`src/rtl/sdp_rd_streamer.sv`:
```
// rtl/sdp_rd_streamer.sv - read-side streaming master for the sdp_two_clk RAM read port
//
// Sweeps len consecutive RAM addresses starting at base_addr and streams the
// read words, in order, on a valid/ready interface. All logic is in the clkb
// domain. A 4-entry output FIFO plus credit-based read issue absorbs the
// two-cycle read-to-capture latency, so no word is lost under backpressure
// and a continuously ready consumer sees one word per cycle.
//
// Ports:
//   clkb      - clock, shared with the RAM read port
//   rstb_n    - asynchronous active-low reset
//   start     - begin a sweep (sampled only while idle)
//   base_addr - first RAM address of the sweep
//   len       - number of words, 0..2^AW
//   busy      - sweep in progress (RUN or DRAIN)
//   done      - one-cycle pulse at sweep end
//   reb       - RAM read enable (registered)
//   addrb     - RAM read address (registered)
//   doutb     - RAM read data, valid the cycle after the RAM samples reb=1
//   m_valid   - stream data valid
//   m_data    - stream data (FIFO head)
//   m_ready   - stream consumer ready

module sdp_rd_streamer #(
  parameter int AW = 4,
  parameter int DW = 4
) (
  input  logic          clkb,
  input  logic          rstb_n,
  input  logic          start,
  input  logic [AW-1:0] base_addr,
  input  logic [AW:0]   len,
  output logic          busy,
  output logic          done,
  output logic          reb,
  output logic [AW-1:0] addrb,
  input  logic [DW-1:0] doutb,
  output logic          m_valid,
  output logic [DW-1:0] m_data,
  input  logic          m_ready
);

  localparam logic [AW-1:0] ADDR_ONE = 1;
  localparam logic [AW:0]   REM_ONE  = 1;

  typedef enum logic [1:0] {
    S_IDLE  = 2'd0,
    S_RUN   = 2'd1,
    S_DRAIN = 2'd2,
    S_FIN   = 2'd3
  } state_t;

  state_t        state;
  state_t        state_nxt;

  logic [AW-1:0] addr_cnt;
  logic [AW:0]   remaining;
  logic          issue;
  logic [AW-1:0] issue_addr;
  logic [AW:0]   issue_rem;

  // vld_s1: read presented to the RAM this cycle; vld_s2: its data is on doutb
  logic          vld_s1;
  logic          vld_s2;
  logic [1:0]    pending;

  logic [DW-1:0] buf_mem [4];
  logic [1:0]    wr_ptr;
  logic [1:0]    rd_ptr;
  logic [2:0]    count;
  logic [3:0]    inflight;
  logic          push;
  logic          pop;

  assign pending  = {1'b0, vld_s1} + {1'b0, vld_s2};
  assign inflight = {1'b0, count} + {2'b00, pending};
  assign push     = vld_s2;
  assign m_valid  = (count != 3'd0);
  assign pop      = m_valid && m_ready;
  assign m_data   = buf_mem[rd_ptr];
  assign busy     = (state == S_RUN) || (state == S_DRAIN);
  assign done     = (state == S_FIN);

  // The first read is issued on the start edge itself, straight from the
  // start inputs, so the address counter only has to hold what comes after.
  assign issue_addr = (state == S_IDLE) ? base_addr : addr_cnt;
  assign issue_rem  = (state == S_IDLE) ? len : remaining;

  always_ff @(posedge clkb or negedge rstb_n) begin
    if (!rstb_n) begin
      state <= S_IDLE;
    end else begin
      state <= state_nxt;
    end
  end

  always_comb begin
    state_nxt = state;
    issue     = 1'b0;
    case (state)
      S_IDLE: begin
        if (start) begin
          if (len == '0) begin
            state_nxt = S_FIN;
          end else begin
            state_nxt = S_RUN;
            issue     = 1'b1;
          end
        end
      end
      S_RUN: begin
        // Occupancy is taken before this cycle's pop: conservative, and the
        // two-deep pipeline still keeps one read per cycle flowing.
        if ((remaining != '0) && (inflight < 4'd4)) begin
          issue = 1'b1;
        end
        if ((remaining == '0) || (issue && (remaining == REM_ONE))) begin
          state_nxt = S_DRAIN;
        end
      end
      S_DRAIN: begin
        // With nothing pending there is no push, so the buffer is empty after
        // this edge if it is empty now or its last word is being accepted.
        if ((pending == 2'd0) && ((count == 3'd0) || ((count == 3'd1) && pop))) begin
          state_nxt = S_FIN;
        end
      end
      S_FIN: begin
        state_nxt = S_IDLE;
      end
      default: begin
        state_nxt = S_IDLE;
      end
    endcase
  end

  always_ff @(posedge clkb or negedge rstb_n) begin
    if (!rstb_n) begin
      reb       <= 1'b0;
      addrb     <= '0;
      addr_cnt  <= '0;
      remaining <= '0;
    end else if (issue) begin
      reb       <= 1'b1;
      addrb     <= issue_addr;
      addr_cnt  <= issue_addr + ADDR_ONE;
      remaining <= issue_rem - REM_ONE;
    end else begin
      reb       <= 1'b0;
    end
  end

  always_ff @(posedge clkb or negedge rstb_n) begin
    if (!rstb_n) begin
      vld_s1 <= 1'b0;
      vld_s2 <= 1'b0;
    end else begin
      vld_s1 <= issue;
      vld_s2 <= vld_s1;
    end
  end

  always_ff @(posedge clkb or negedge rstb_n) begin
    if (!rstb_n) begin
      for (int i = 0; i < 4; i++) begin
        buf_mem[i] <= '0;
      end
      wr_ptr <= '0;
      rd_ptr <= '0;
      count  <= '0;
    end else begin
      if (push) begin
        buf_mem[wr_ptr] <= doutb;
        wr_ptr          <= wr_ptr + 2'd1;
      end
      if (pop) begin
        rd_ptr <= rd_ptr + 2'd1;
      end
      case ({push, pop})
        2'b10:   count <= count + 3'd1;
        2'b01:   count <= count - 3'd1;
        default: count <= count;
      endcase
    end
  end

endmodule

```
`config.mk`:
```
export PLATFORM = sky130hd
export DESIGN_NAME = sdp_rd_streamer
export DESIGN_NICKNAME = d
export VERILOG_FILES = /design/src/rtl/sdp_rd_streamer.sv
export SDC_FILE = /design/constraint.sdc
export NUM_CORES = 1
export LEC_CHECK = 0
export ABC_CLOCK_PERIOD_IN_PS = 4400
export BUFFER_PORTS_ARGS = -buffer_cell sky130_fd_sc_hd__buf_2
export CAP_MARGIN = 25
export CORE_ASPECT_RATIO = 1.5
export CORE_UTILIZATION = 40
export DETAILED_ROUTE_END_ITERATION = 8
export PLACE_DENSITY = 0.69
export RECOVER_POWER = 25
export SLEW_MARGIN = 20
export SYNTH_ARGS = -nofsm -noshare
export SYNTH_HDL_FRONTEND = slang
export SYNTH_SLANG_ARGS = --single-unit
```
`constraint.sdc`:
```
create_clock -name clkb -period 4.4 [get_ports clkb]
set_input_delay 0.88 -clock clkb [delete_from_list [all_inputs] [get_ports clkb]]
set_output_delay 0.88 -clock clkb [all_outputs]
set_load 0.01 [all_outputs]
```
* Word-level counts from Yosys, hierarchy flattened
Cells that the tools add are included.
** Storage, ports and cells
- Register bits :: 41
- Input bits :: 17
** Cells by class
- $add $sub $neg :: 8
- Bitwise logic cells :: 2
- Magnitude comparators :: 4
- Multiplexer cells :: 20
- Reductions and logical operators :: 18
- Equal/unequal tests :: 10
** Operator list (number)
- $bwmux W16 :: 1
- $mux W4 :: 4
- $logic_not A5 Y1 :: 2
- $bmux W4 S2 :: 1
- $demux W4 S2 :: 1
- $mux W2 :: 4
- $pmux W2 S4 :: 1
- $eq A2 B2 Y1 const B :: 3
- $ge A3 B3 Y1 const B :: 2
- $logic_and A1 B1 Y1 :: 6
- $not A2 Y3 :: 2
- $pmux W3 S2 :: 1
- $eq A5 B1 Y1 const B :: 1
- $mux W1 :: 5
- $mux W5 :: 1
- $reduce_bool A5 Y1 :: 1
- $sub A5 B1 Y5 const B :: 1
- $add A2 B1 Y2 const B :: 2
- $add A3 B2 Y4 :: 1
- $add A4 B1 Y4 const B :: 1
- $eq A2 B1 Y1 const B :: 2
- $logic_not A2 Y1 :: 2
- $lt A4 B3 Y1 const B :: 1
- $ne A2 B1 Y1 const B :: 2
- other kinds (12) :: 14

* Longest topological paths before layout
- Depth after elaboration :: 10
- Mapped depth :: 9

* Least setup slack after synthesis
No wires, ideal clock.
- Kind :: flip-flop to flip-flop
- From :: reg state[0]
- To :: reg remaining[4]
- Cell stages (with the launch flop) :: 9
- Slack :: 1.963 ns
- Arrival time :: 2.368 ns
- Period minus slack after synthesis :: 2.437 ns
- Cells stage by stage :: dfrtp_1 > inv_1 > ha_1 > clkbuf_1 > mux2i_1 > ha_1 > nand2_1 > or4_2 > nand3_1
** On the way
- Word-level cells in the longest chain between the ends :: 3
** Ends and longest elaborated chain
- from (decl) :: line 53 : state_t state;
- from (signal assigned) :: line 93 : state <= state_nxt;
- $logic_not A2 Y1 :: line 87, 100
- $mux W5 :: line 87 : assign issue_rem = (state == S_IDLE) ? len : remaining;
- $sub A5 B1 Y5 :: line 147 : remaining <= issue_rem - REM_ONE;
- to (signal assigned) :: line 147
- to (decl) :: line 57 : logic [AW:0] remaining;
Parallel ways exist; a longest one is shown, timed or not.
A chain may end at the register's enable or synchronous reset.

* Worst setup path after layout
Same ends and word-level chain as after synthesis.

==> flow_summary_export.csv <==
group,metric,value,unit
clock_tree,postCtsSetupRepairBufs,0,
worst_setup_path,crit_type,"flop to flop",
run_status,violations,"max-capacitance violations, max-slew violations",
logic_synthesis,netlist_area,2290,sq um
routing,viasPerCell,5.349,
finish,nets,265,
clock_tree,clk-insertion-delay-late,0.29,ns
worst_setup_path,required,4.63,ns
clock_tree,worst_setup_hold_path_clk_slew,0.08,ns
finish,final_common_cell,"dfrtp_1",
logic_synthesis,synthFlopType,"dfrtp_1",
sta,layout_min_cycle_time,2.726,ns
logic_synthesis,synth_edf_count,0,
clock_tree,clockBufferDepth,2,
logic_synthesis,synth_top_cell_by_area,"dfrtp_1",
sta,tns,0,ns
sta,hold_viol,0,
job,maxCapViolations,1,
grt,grt-ovfl-total,0,
sta,skew,0.01219,ns
routing,postRouteAntennaNets,0,
routing,wl,4200,microns
floorplanning,dieArea,6037,sq um
clock_tree,cts_resized,0,
placement,port_buffers,28,
floorplanning,io_pins,29,
grt,antenna_found_initial,0,
routing,dr.first_iter.drc_count,41,
logic_synthesis,synth_top_area_share,43.72,%
placement,dp_hpwl,3136,microns
sta,hold_ws,0.4335,ns
logic_synthesis,ys_seq_area_share,43.72,%
routing,routedWlPerCell,13.95,microns
logic_synthesis,syn_inst,200,
sta,worstMarginPinSlew,2.163,ns
sta,setup_viol,0,
clock_tree,htree_levels,2,
worst_setup_path,endpoint_kind,"flop",
logic_synthesis,synth_seq_cells,40,
floorplanning,core_area,5492,sq um
sta,max_slew_margin,-44.17,%
worst_setup_path,critPathLaunchType,"flop",
worst_setup_path,worstPathArrival,2.96,ns
grt,grt_max_degree,41,
clock_tree,cts_sinks,40,
finish,mostFrequentLayoutCells,"40 x dfrtp_1, 27 x buf_2, 19 x mux2_2, 18 x ha_1, 15 x nand2_1",
power_and_ir_drop,leakagePower,1.172,nW
clock_tree,cts_tree,"done",
grt,grt_pass1_wl,7424,microns
routing,via_count,1610,
finish,drive_above_1_share,29.00,%
grt,track_usage,15.94,%
sta,max_freq,0.3668,GHz
routing,drc,0,
placement,globalplace.congestion,0.8799,
worst_setup_path,critPathMaxFanout,21,
power_and_ir_drop,power_density,776.4,nW/um^2
floorplanning,rows,33,
finish,syn2layout_area_growth,13.77,%
clock_tree,postCtsHoldBufs,0,
logic_synthesis,ys_types,41,
finish,finalCoreUtilization,47.44,%
power_and_ir_drop,ir_worst_vdd,0.0004149,V
floorplanning,start_util,41.70,%
logic_synthesis,async_reset_ff_share,100.0,%
sta,finalCritPeriodShare,61.96,%
routing,drtPass1Iterations,4,
logic_synthesis,syn_nets,235,
finish,regArea,1001,sq um
worst_hold_path,worstHoldPathType,"flop to flop",
floorplanning,fp.dieH,94.67,microns
sta,grt_setup_unrepaired,"no",
logic_synthesis,synth_warnings,0,
finish,diodes,0,
clock_tree,cts_buffers,5,
sta,drv_slew,41,
finish,num-fill-cells,514,
grt,grt_pass1_vias,1695,
run_status,status,"complete, but fails checks",
floorplanning,die_w,63.78,microns
finish,multi_input_area,1210,sq um
logic_synthesis,yosys-top-cells-area,"dfrtp_1 44%, ha_1 9.8%, mux2_2 9.3%",
logic_synthesis,avgSynthCellArea,11.45,sq um
clock_tree,cts_root_buffer,"clkbuf_8",
[per-stage QoR]
stage                     setup slack, ns  instances  area, sq um  total power, mW
after floorplan                     1.963        200         2290            1.504
after global placement              1.784        293         2495            1.719
after detailed placement            1.678        293         2495            1.750
after CTS                           1.664        301         2606            2.053
after global routing                1.466        301         2605            2.213
final                               1.674        301         2605            2.022
[Yosys cell counts, types with 2 or more instances]
master,count
nand3b_1,2
nor2b_1,2
nor2_1,6
clkbuf_1,5
mux2_2,19
xor2_1,4
o2bb2a_1,2
xnor2_1,5
dfrtp_1,40
nand3_1,4
a31oi_1,3
a21oi_1,11
o21ai_0,7
nand2_1,15
ha_1,18
mux4_2,4
mux2i_1,8
inv_1,13
or3b_2,2
nor3b_1,2
nor3_1,7
o211a_1,2
[where the power goes]
| part | leakage [nW] | internal (mW) | switching [mW] |
|---|---|---|---|
| combinational | 0.651 | 0.510 | 0.498 |
| sequential | 0.467 | 0.561 | 0.158 |
| clock | 0.0541 | 0.168 | 0.128 |
| total | 1.17 | 1.24 | 0.784 |
[worst paths after layout]
path                       startpoint            to  slack, ns  cells past startpoint
max in group asynchronous      rstb_n     rd_ptr[0]       1.94                      1
hold reg to reg                   reb          push       0.43                      0
setup / recovery             state[0]  remaining[4]       1.67                      8
setup reg to reg             state[0]  remaining[4]       1.67                      8
min in group asynchronous      rstb_n   buf_mem[10]       1.21                      1
hold / removal                    reb          push       0.43                      0
[layer usage]
layer  GRT usage [%]  vias up  wire (microns)
met3           3.382       10             161
met5               0        -               0
met4           7.197        0              93
li1                -      774               -
met1           17.09      787            1761
met2           29.52       39            2184
[cell type report]
cell class	instances	share of cell area, %
clock buffers	5	2.642
clock inverters	3	1.633
inverters	13	1.873
multi-input cells	141	46.45
flip-flops and latches	40	38.42
well taps	70	3.362
repair buffers	29	5.620
[critical path, stage by stage, from the launching register on]
cell,delay (ns)
dfrtp_1,0.41
inv_1,0.09
ha_1,0.36
buf_4,0.32
mux2i_1,0.43
ha_1,0.32
nand2_1,0.09
or4_2,0.54
nand3_1,0.10
[cell families (layout without fill, tap and decap cells)]
| family | count (synthesis) | after routing | share of synthesized area, % |
|---|---|---|---|
| and+or+nand+nor | 46 | 46 | 10.76 |
| DFF | 40 | 40 | 43.72 |
| AOI/OAI and AO/OA | 36 | 36 | 11.37 |
| muxes | 32 | 32 | 17.43 |
| buffers and inverters | 19 | 50 | 3.443 |
| adders and majority gates | 18 | 18 | 9.836 |
| xor gates and xnor gates | 9 | 9 | 3.442 |
[registers in the layout, indices dropped and copies added, names as in the netlist]
| name | cells |
|---|---|
| buf_mem | 16 |
| remaining | 5 |
| addr_cnt | 4 |
| addrb | 4 |
| count | 3 |
| rd_ptr | 2 |
| state | 2 |
| wr_ptr | 2 |
| push | 1 |
| reb | 1 |
Note: power is estimated with default switching activity, not from simulation.
